===== config.mk =====
export PLATFORM = sky130hd
export DESIGN_NAME = mux_8_32_flat
export DESIGN_NICKNAME = d
export VERILOG_FILES = /design/src/rtl/mux_8_32_pkg.sv /design/src/rtl/mux_8_32_if.sv /design/src/rtl/mux_8_32_byte_shift_reg.sv /design/src/rtl/mux_8_32.sv /design/src/flat_wrapper.sv
export SDC_FILE = /design/constraint.sdc
export NUM_CORES = 1
export LEC_CHECK = 0
export CAP_MARGIN = 20
export CELL_PAD_IN_SITES_DETAIL_PLACEMENT = 1
export CELL_PAD_IN_SITES_GLOBAL_PLACEMENT = 2
export CORE_ASPECT_RATIO = 1.75
export CORE_MARGIN = 10
export CORE_UTILIZATION = 39
export DETAILED_ROUTE_END_ITERATION = 16
export GPL_TIMING_DRIVEN = 1
export PLACE_DENSITY_LB_ADDON = 0.25
export SYNTH_ARGS = -nofsm -noshare
export SYNTH_HDL_FRONTEND = slang
export SYNTH_SLANG_ARGS = --single-unit

===== constraint.sdc =====
create_clock -name clk_4f -period 3.8 [get_ports clk_4f]
set_input_delay 0.57 -clock clk_4f [delete_from_list [all_inputs] [get_ports clk_4f]]
set_output_delay 0.57 -clock clk_4f [all_outputs]
set_load 0.1 [all_outputs]

===== src/rtl/mux_8_32_pkg.sv =====
// Shared constants and FSM state encoding for the 8-to-32 byte assembler.
package mux_8_32_pkg;

  localparam int BYTE_W         = 8;
  localparam int WORD_W         = 32;
  localparam int BYTES_PER_WORD = 4;

  // State value equals the number of bytes currently held in the shift register
  typedef logic [1:0] state_t;
  localparam state_t IDLE = 2'd0;
  localparam state_t B1   = 2'd1;
  localparam state_t B2   = 2'd2;
  localparam state_t B3   = 2'd3;

endpackage


===== src/rtl/mux_8_32_if.sv =====
// Byte-in / word-out bus of mux_8_32.
// err_out exists only when MUX_8_32_ERR_EN is defined.
interface mux_8_32_if;
  import mux_8_32_pkg::*;

  logic [BYTE_W-1:0] data_in;
  logic              valid_in;
  logic [WORD_W-1:0] lane_0;
  logic              valid_0;
`ifdef MUX_8_32_ERR_EN
  logic              err_out;
`endif

  // Byte source side
  modport master (
    output data_in, valid_in,
    input  lane_0, valid_0
`ifdef MUX_8_32_ERR_EN
    , input err_out
`endif
  );

  // Assembler side
  modport slave (
    input  data_in, valid_in,
    output lane_0, valid_0
`ifdef MUX_8_32_ERR_EN
    , output err_out
`endif
  );

endinterface


===== src/rtl/mux_8_32_byte_shift_reg.sv =====
// 32-bit word register with byte-indexed load (index 0 = MSB) and clear.
module byte_shift_reg
  import mux_8_32_pkg::*;
(
  input  logic              clk,
  input  logic              rst,
  input  logic              clr,
  input  logic              load,
  input  logic [1:0]        idx,
  input  logic [BYTE_W-1:0] byte_in,
  output logic [WORD_W-1:0] word_out
);

  logic [WORD_W-1:0] word_d, word_q;

  // Clear has priority; otherwise write byte_in into the indexed byte lane
  always_comb begin
    word_d = word_q;
    if (clr) begin
      word_d = '0;
    end else if (load) begin
      case (idx)
        2'd0:    word_d[31:24] = byte_in;
        2'd1:    word_d[23:16] = byte_in;
        2'd2:    word_d[15:8]  = byte_in;
        default: word_d[7:0]   = byte_in;
      endcase
    end
  end

  // Word storage
  always_ff @(posedge clk or posedge rst) begin
    if (rst) word_q <= '0;
    else     word_q <= word_d;
  end

  assign word_out = word_q;

endmodule


===== src/rtl/mux_8_32.sv =====
// Assembles a serial MSB-first byte stream into 32-bit words on lane_0.
// A gap in valid_in mid-word discards the partial word.
// Optional abort pulse err_out is enabled by defining MUX_8_32_ERR_EN.
module mux_8_32
  import mux_8_32_pkg::*;
(
  input  logic       clk_4f,
  input  logic       reset,
  mux_8_32_if.slave  bus
);

  state_t            state_d, state_q;
  logic [WORD_W-1:0] lane_d, lane_q;
  logic              valid_d, valid_q;
  logic              sr_load, sr_clr;
  logic [WORD_W-1:0] sr_word;
`ifdef MUX_8_32_ERR_EN
  logic              err_d, err_q;
`endif

  byte_shift_reg u_sr (
    .clk      (clk_4f),
    .rst      (reset),
    .clr      (sr_clr),
    .load     (sr_load),
    .idx      (state_q),
    .byte_in  (bus.data_in),
    .word_out (sr_word)
  );

  // Next-state, shift register control and output register inputs
  always_comb begin
    state_d = state_q;
    lane_d  = lane_q;
    valid_d = 1'b0;
    sr_load = 1'b0;
    sr_clr  = 1'b0;
`ifdef MUX_8_32_ERR_EN
    err_d   = 1'b0;
`endif
    case (state_q)
      IDLE: begin
        if (bus.valid_in) begin
          sr_load = 1'b1;
          state_d = B1;
        end
      end
      B1, B2: begin
        if (bus.valid_in) begin
          sr_load = 1'b1;
          state_d = state_q + 2'd1;
        end else begin
          sr_clr  = 1'b1;
          state_d = IDLE;
`ifdef MUX_8_32_ERR_EN
          err_d   = 1'b1;
`endif
        end
      end
      default: begin
        if (bus.valid_in) begin
          // Low byte of the shift register is never loaded and is cleared on
          // every return to IDLE, so OR-ing in data_in gives {sr[31:8], data_in}
          lane_d  = sr_word | {{(WORD_W-BYTE_W){1'b0}}, bus.data_in};
          valid_d = 1'b1;
        end
`ifdef MUX_8_32_ERR_EN
        else begin
          err_d   = 1'b1;
        end
`endif
        sr_clr  = 1'b1;
        state_d = IDLE;
      end
    endcase
  end

  // FSM and output registers
  always_ff @(posedge clk_4f or posedge reset) begin
    if (reset) begin
      state_q <= IDLE;
      lane_q  <= '0;
      valid_q <= 1'b0;
    end else begin
      state_q <= state_d;
      lane_q  <= lane_d;
      valid_q <= valid_d;
    end
  end

`ifdef MUX_8_32_ERR_EN
  // Abort pulse register
  always_ff @(posedge clk_4f or posedge reset) begin
    if (reset) err_q <= 1'b0;
    else       err_q <= err_d;
  end

  assign bus.err_out = err_q;
`endif

  assign bus.lane_0  = lane_q;
  assign bus.valid_0 = valid_q;

endmodule

===== src/flat_wrapper.sv =====
// flat-port wrapper written by rule: the top's interface ports become plain ports
module mux_8_32_flat import mux_8_32_pkg::*;
  (clk_4f, reset, bus_data_in, bus_valid_in, bus_lane_0, bus_valid_0);
  mux_8_32_if bus_i ();
  input  logic clk_4f;
  input  logic reset;
  input wire logic [$bits(bus_i.data_in)-1:0] bus_data_in;
  input wire logic [$bits(bus_i.valid_in)-1:0] bus_valid_in;
  output wire logic [$bits(bus_i.lane_0)-1:0] bus_lane_0;
  output wire logic [$bits(bus_i.valid_0)-1:0] bus_valid_0;
  assign bus_i.data_in = bus_data_in;
  assign bus_i.valid_in = bus_valid_in;
  assign bus_lane_0 = bus_i.lane_0;
  assign bus_valid_0 = bus_i.valid_0;
  mux_8_32 u_core (.clk_4f(clk_4f), .reset(reset), .bus(bus_i));
endmodule

; Word-level counts from Yosys, hierarchy flattened
; Cells that the tools add are included.
[classes]
n_addsub = 1
muxes = 14
n_reduce_logical = 12
bitwise_logic = 2
eq_ne = 4
[op_table]
columns = op, count
row1 = $mux W32, 2
row2 = $mux W8, 4
row3 = $or A32 B8 Y32, 1
row4 = $reduce_and A2 Y1, 5
row5 = $reduce_bool A2 Y1, 4
row6 = $mux W1, 4
row7 = $mux W2, 2
row8 = $pmux W2 S2, 1
row9 = $reduce_or A3 Y1, 1
row10 = $add A2 B1 Y2 const B, 1
row11 = $eq A2 B1 Y1 const B, 1
row12 = $eq A2 B2 Y1 const B, 1
row13 = $logic_not A2 Y1, 1
row14 = $ne A2 B1 Y1 const B, 1
row15 = $ne A2 B2 Y1 const B, 1
row16 = $pmux W1 S2, 1
row17 = $reduce_or A2 Y1, 1
row18 = $not A1 Y1, 1
[totals]
in_bits = 11
output_inout_bits = 33
wordCells = 40
reg_bits = 67

; Depth between registers and ports, before layout
[logic_depth]
depth_word = 5
mapped_depth = 6
mapped_depth_nobuf = 4

; Hierarchy
; From an unflattened synthesis, not the netlist that was laid out.
[unflattened]
hier_cells = 219
hier_area_um2 = 2920.3
[modules_own_cells]
columns = module, n_inst, cells_each, seq_area_each_um2, area_per_inst_um2
row1 = mux_8_32, 1, 100, 875.8, 1463.9
row2 = byte_shift_reg, 1, 119, 800.8, 1456.4

; Worst setup path before layout
; Ideal clock, no wire load.
[synth_timing]
kind = reg2reg
from = reg u_core.state_q[0]
to = reg u_core.u_sr.word_q[23] (netlist: u_core.u_sr.word_out[23])
arrival_time_ns = 1.403
t_required_ns = 3.659
stages_incl_launch_ff = 6
n_path_buf = 1
setup_time_ns = 0.141
setup_slack_ns = 2.257
period_less_slack_ns = 1.543
cell_sequence = dfrtp_1 -> inv_1 -> ha_1 -> mux2i_1 -> buf_2 -> a2111oi_2
[synth_between]
elab_chain_len = 5
word_cells_on_any_way = 11
cone_classes = 2 x eq/ne / 3 x mux / 6 x reduce/logical
[synth_lines]
columns = element, line
row1 = "start, declared", mux_8_32.sv:12  ; state_t state_d, state_q;
row2 = "start signal, assigned", mux_8_32.sv:85  ; state_q <= state_d;
row3 = "$eq A2 B1 Y1, or another cell as far along", "mux_8_32_byte_shift_reg.sv:22, mux_8_32.sv:41"
row4 = $reduce_or A2 Y1 / $reduce_or A3 Y1 (equally long branches), -
row5 = $pmux W1 S2 / $mux W1 (equally long branches), -
row6 = $reduce_bool A2 Y1 (no source line), -
row7 = $reduce_and A2 Y1 (no source line), -
row8 = "end signal, assigned", mux_8_32_byte_shift_reg.sv:34  ; else word_q <= word_d;
row9 = "end, declared", mux_8_32_byte_shift_reg.sv:14  ; logic [WORD_W-1:0] word_d, word_q;
; Parallel ways exist; a longest one is shown, timed or not.
; A chain may end at the register's enable or synchronous reset.

; Worst setup path in the final report
[layout_timing]
from = reg u_core.lane_q[24] (netlist: u_core.bus.lane_0[24])
to = out bus_lane_0[24]
[layout_rtl]
columns = element, line
row1 = "start, declared", mux_8_32.sv:13  ; logic [WORD_W-1:0] lane_d, lane_q;
row2 = "start signal, assigned", mux_8_32.sv:86  ; lane_q <= lane_d;
row3 = "end, declared", flat_wrapper.sv:9  ; output wire logic [$bits(bus_i.lane_0)-1:0] bus_lane_0;
; No word-level cell between the ends.

==> results.md <==
* Compound-Gate Fraction of Synth Area at about 14%
* Setup violations, final at 0
* Register area share after synthesis at 53.6%
* Hold Buf Count CTS at 0
* Gr ovfl total at 0
* Clk slew on worst S/H paths at 0.05 ns
* CP endpoint kind: primary output
* Share of cells above drive strength 1 at roughly 15%
* Tmin final at about 2.4 ns
* Reg-to-reg slack, setup at around 1.5 ns
* First-pass GRT wire length at between 10 and 15 mm
* Diode count at 0
* Multiplexer area fraction after synthesis at 8.96%
* Hold Vio Cnt, Final at 0
* Num CTS Buffers at 9
* Core ar. at 7860 µm²
* # rows at 43
* CTS Sinks at 67
* Syn nets at between 200 and 300
* Dominant synthesized flop cell: dfrtp_1
* Worst path bufs/invs at 1
* Initial core utilization at roughly 40%
* DRC viols at 0
* Insertion delay to the later sink of the worst-skew pair at 0.33 ns
* Post-synthesis instance total at 256
* Vias after detailed routing at ~2.2k
* Synth top area share at approximately 54%
* Status: finished clean
* Post-route ant nets at 0
* Fin crit share at between 60% and 70%
* Vias in the first global route at roughly 2.4k
* Die Span Y at between 100 and 150 µm
* DRT iter0 DRCs at 61
* Nets at 315
* Clock Path Buffers at 2
* Initial antenna violation count at 0
* Fin Clk Skew at 0.00392 ns
* CP cell instances: clkdlybuf4s50_1
* Main combinational cell family by area after synthesis: simple AND/OR/NAND/NOR gates
* Ys async rst share at between 90% and 100%
* Drt first pass iters at 6
* RSZ-0062 raised after global routing: no
* Number of flops mapped to enable cells by yosys at 0
* Final HPWL DP at around 5.0 mm
* Post-CTS setup buffers at 0
* Synth cell count leaders: dfrtp_1 (67), nor2_1 (32), inv_1 (27), nor4bb_1 (25), mux2_1 (24)
* Hold Path Class: reg2reg
* Slowest CP cell: clkdlybuf4s50_1
* Wirelength, routed at 7.56 mm
* Worst hold slack at 0.478 ns
* Avg Vias per Cell at approximately 5.5
* Data required, critical path at between 3 and 4 ns
* Cts repair resizes at 0
* Die Width at 87.7 µm
* IO Pins at between 40 and 50
* Gpl congestion at between 0.7 and 0.8
* Setup TNS at 0 ns
* CP Class: reg2out
* Post-synthesis xor/xnor area fraction at 0%
* Syn Area/Cell at 12.2 µm²
* Root Driver: clkbuf_16
* Max-cap violations at 0
* Adder-cell share of the synthesized area at 2.00%
* Area Overhead vs Synth at 25.3%
* Post-Syn Area at roughly 3100 µm²
* Worst setup SP type: register
* GRT Util Overall at about 13%
* Area leader, netlist: dfrtp_1
* Die Area at 12100 µm²
* Netlist cell types at 23
* Top cells by area, synth: dfrtp_1 (54%), a2111oi_2 (9.6%), mux2_1 (8.6%)
* Critical path arrival at about 1.8 ns
* Rel. slew slack at 34.4%
* Achievable clock frequency at just over 0.4 GHz
* Most common cell in the netlist: dfrtp_1
* Post-Synth Simple-Gate Area at between 15 and 20%
* Synth warnings at 0
* Synth Register Bits at between 60 and 70
* H-tree levels at 3
* Crit path max-delay family: buffers and inverters
* CTS tree: done
* Slew @ Worst Pin at slightly below 1 ns
* Max-slew violation count at 0
* DR WL/cell at 19.2 µm
* Port bufs at between 40 and 50
* Largest net degree at the start of global routing at between 50 and 60
* Crit Path Max Fanout at 2
* Worst path max stage delay at approximately 1.2 ns
## final cells by class
type | count | area, µm²
Inverter | 28 | 108
Clock buffer | 14 | 264
Clock inverter | 2 | 10.0
Multi-Input combinational cell | 143 | 1250
Tap cell | 90 | 113
Fill cell | 827 | 3940
Timing Repair Buffer | 50 | 495
Sequential cell | 67 | 1680
## per-layer routing
| layer | wire, µm | track usage, % | up-vias | share of wire, % |
|---|---|---|---|---|
| met5 | 0 | 0 | - | 0 |
| met4 | 118 | 4.55 | 0 | 1.6 |
| met3 | 346 | 4.53 | 15 | 4.6 |
| met2 | 4100 | 23.1 | 44 | 54 |
| met1 | 3000 | 14.6 | 1119 | 40 |
| li1 | - | - | 993 | - |
## layout by cell type, fill, tap and decap left out, drive strengths merged
cell type / n
nor2: 32
nand3b: 1
a21oi: 16
clkdlybuf4s50: 43
a2111oi: 24
a31o: 1
or2: 1
nor2b: 8
ha: 5
clkinv: 2
inv: 28
buf: 7
mux2: 24
mux2i: 1
nand2b: 1
clkbuf: 14
nor4bb: 25
dfrtp: 67
nand2: 4
## per-stage QoR
| stage | utilization (%) | cells | instance area [µm²] | setup WS [ns] |
|---|---|---|---|---|
| 2_1_floorplan | - | 256 | 3130 | 1.55 |
| 4_1_cts | 49.6 | 393 | 3900 | 1.37 |
| 5_1_grt | 49.9 | 394 | 3920 | 1.33 |
| 6_report | 49.9 | 394 | 3920 | 1.39 |
| 3_3_place_gp | 46.1 | 377 | 3620 | 1.54 |
| 3_5_place_dp | 46.1 | 377 | 3620 | 1.49 |
## worst paths after layout
check | startpoint | depth (start not counted) | to
min in group asynchronous | reset | 2 | u_core.bus.lane_0[14]
max reg2reg | u_core.state_q[0] | 4 | u_core.bus.lane_0[8]
min reg2reg | u_core.bus.lane_0[13] | 1 | u_core.bus.lane_0[13]
max | u_core.bus.lane_0[24] | 1 | bus_lane_0[24]
max in group asynchronous | reset | 4 | u_core.u_sr.word_out[22]
min | u_core.bus.lane_0[13] | 1 | u_core.bus.lane_0[13]
## sequential cells by signal (all words and copies together) (netlist names)
signal	cells
u_core.u_sr.word_out	32
u_core.bus.valid_0	1
u_core.bus.lane_0	32
u_core.state_q	2
## cell families after synthesis
family,after synthesis
AO/OA/AOI/OAI,41
flip-flops,67
adder cells (fa/ha/maj),5
multiplexers,25
AND/OR/NAND/NOR,72
buffers and inverters,46
Power is left out: the tool's default activity adds up to more than one toggle a clock period on the data nets, which glitch-free logic cannot reach.
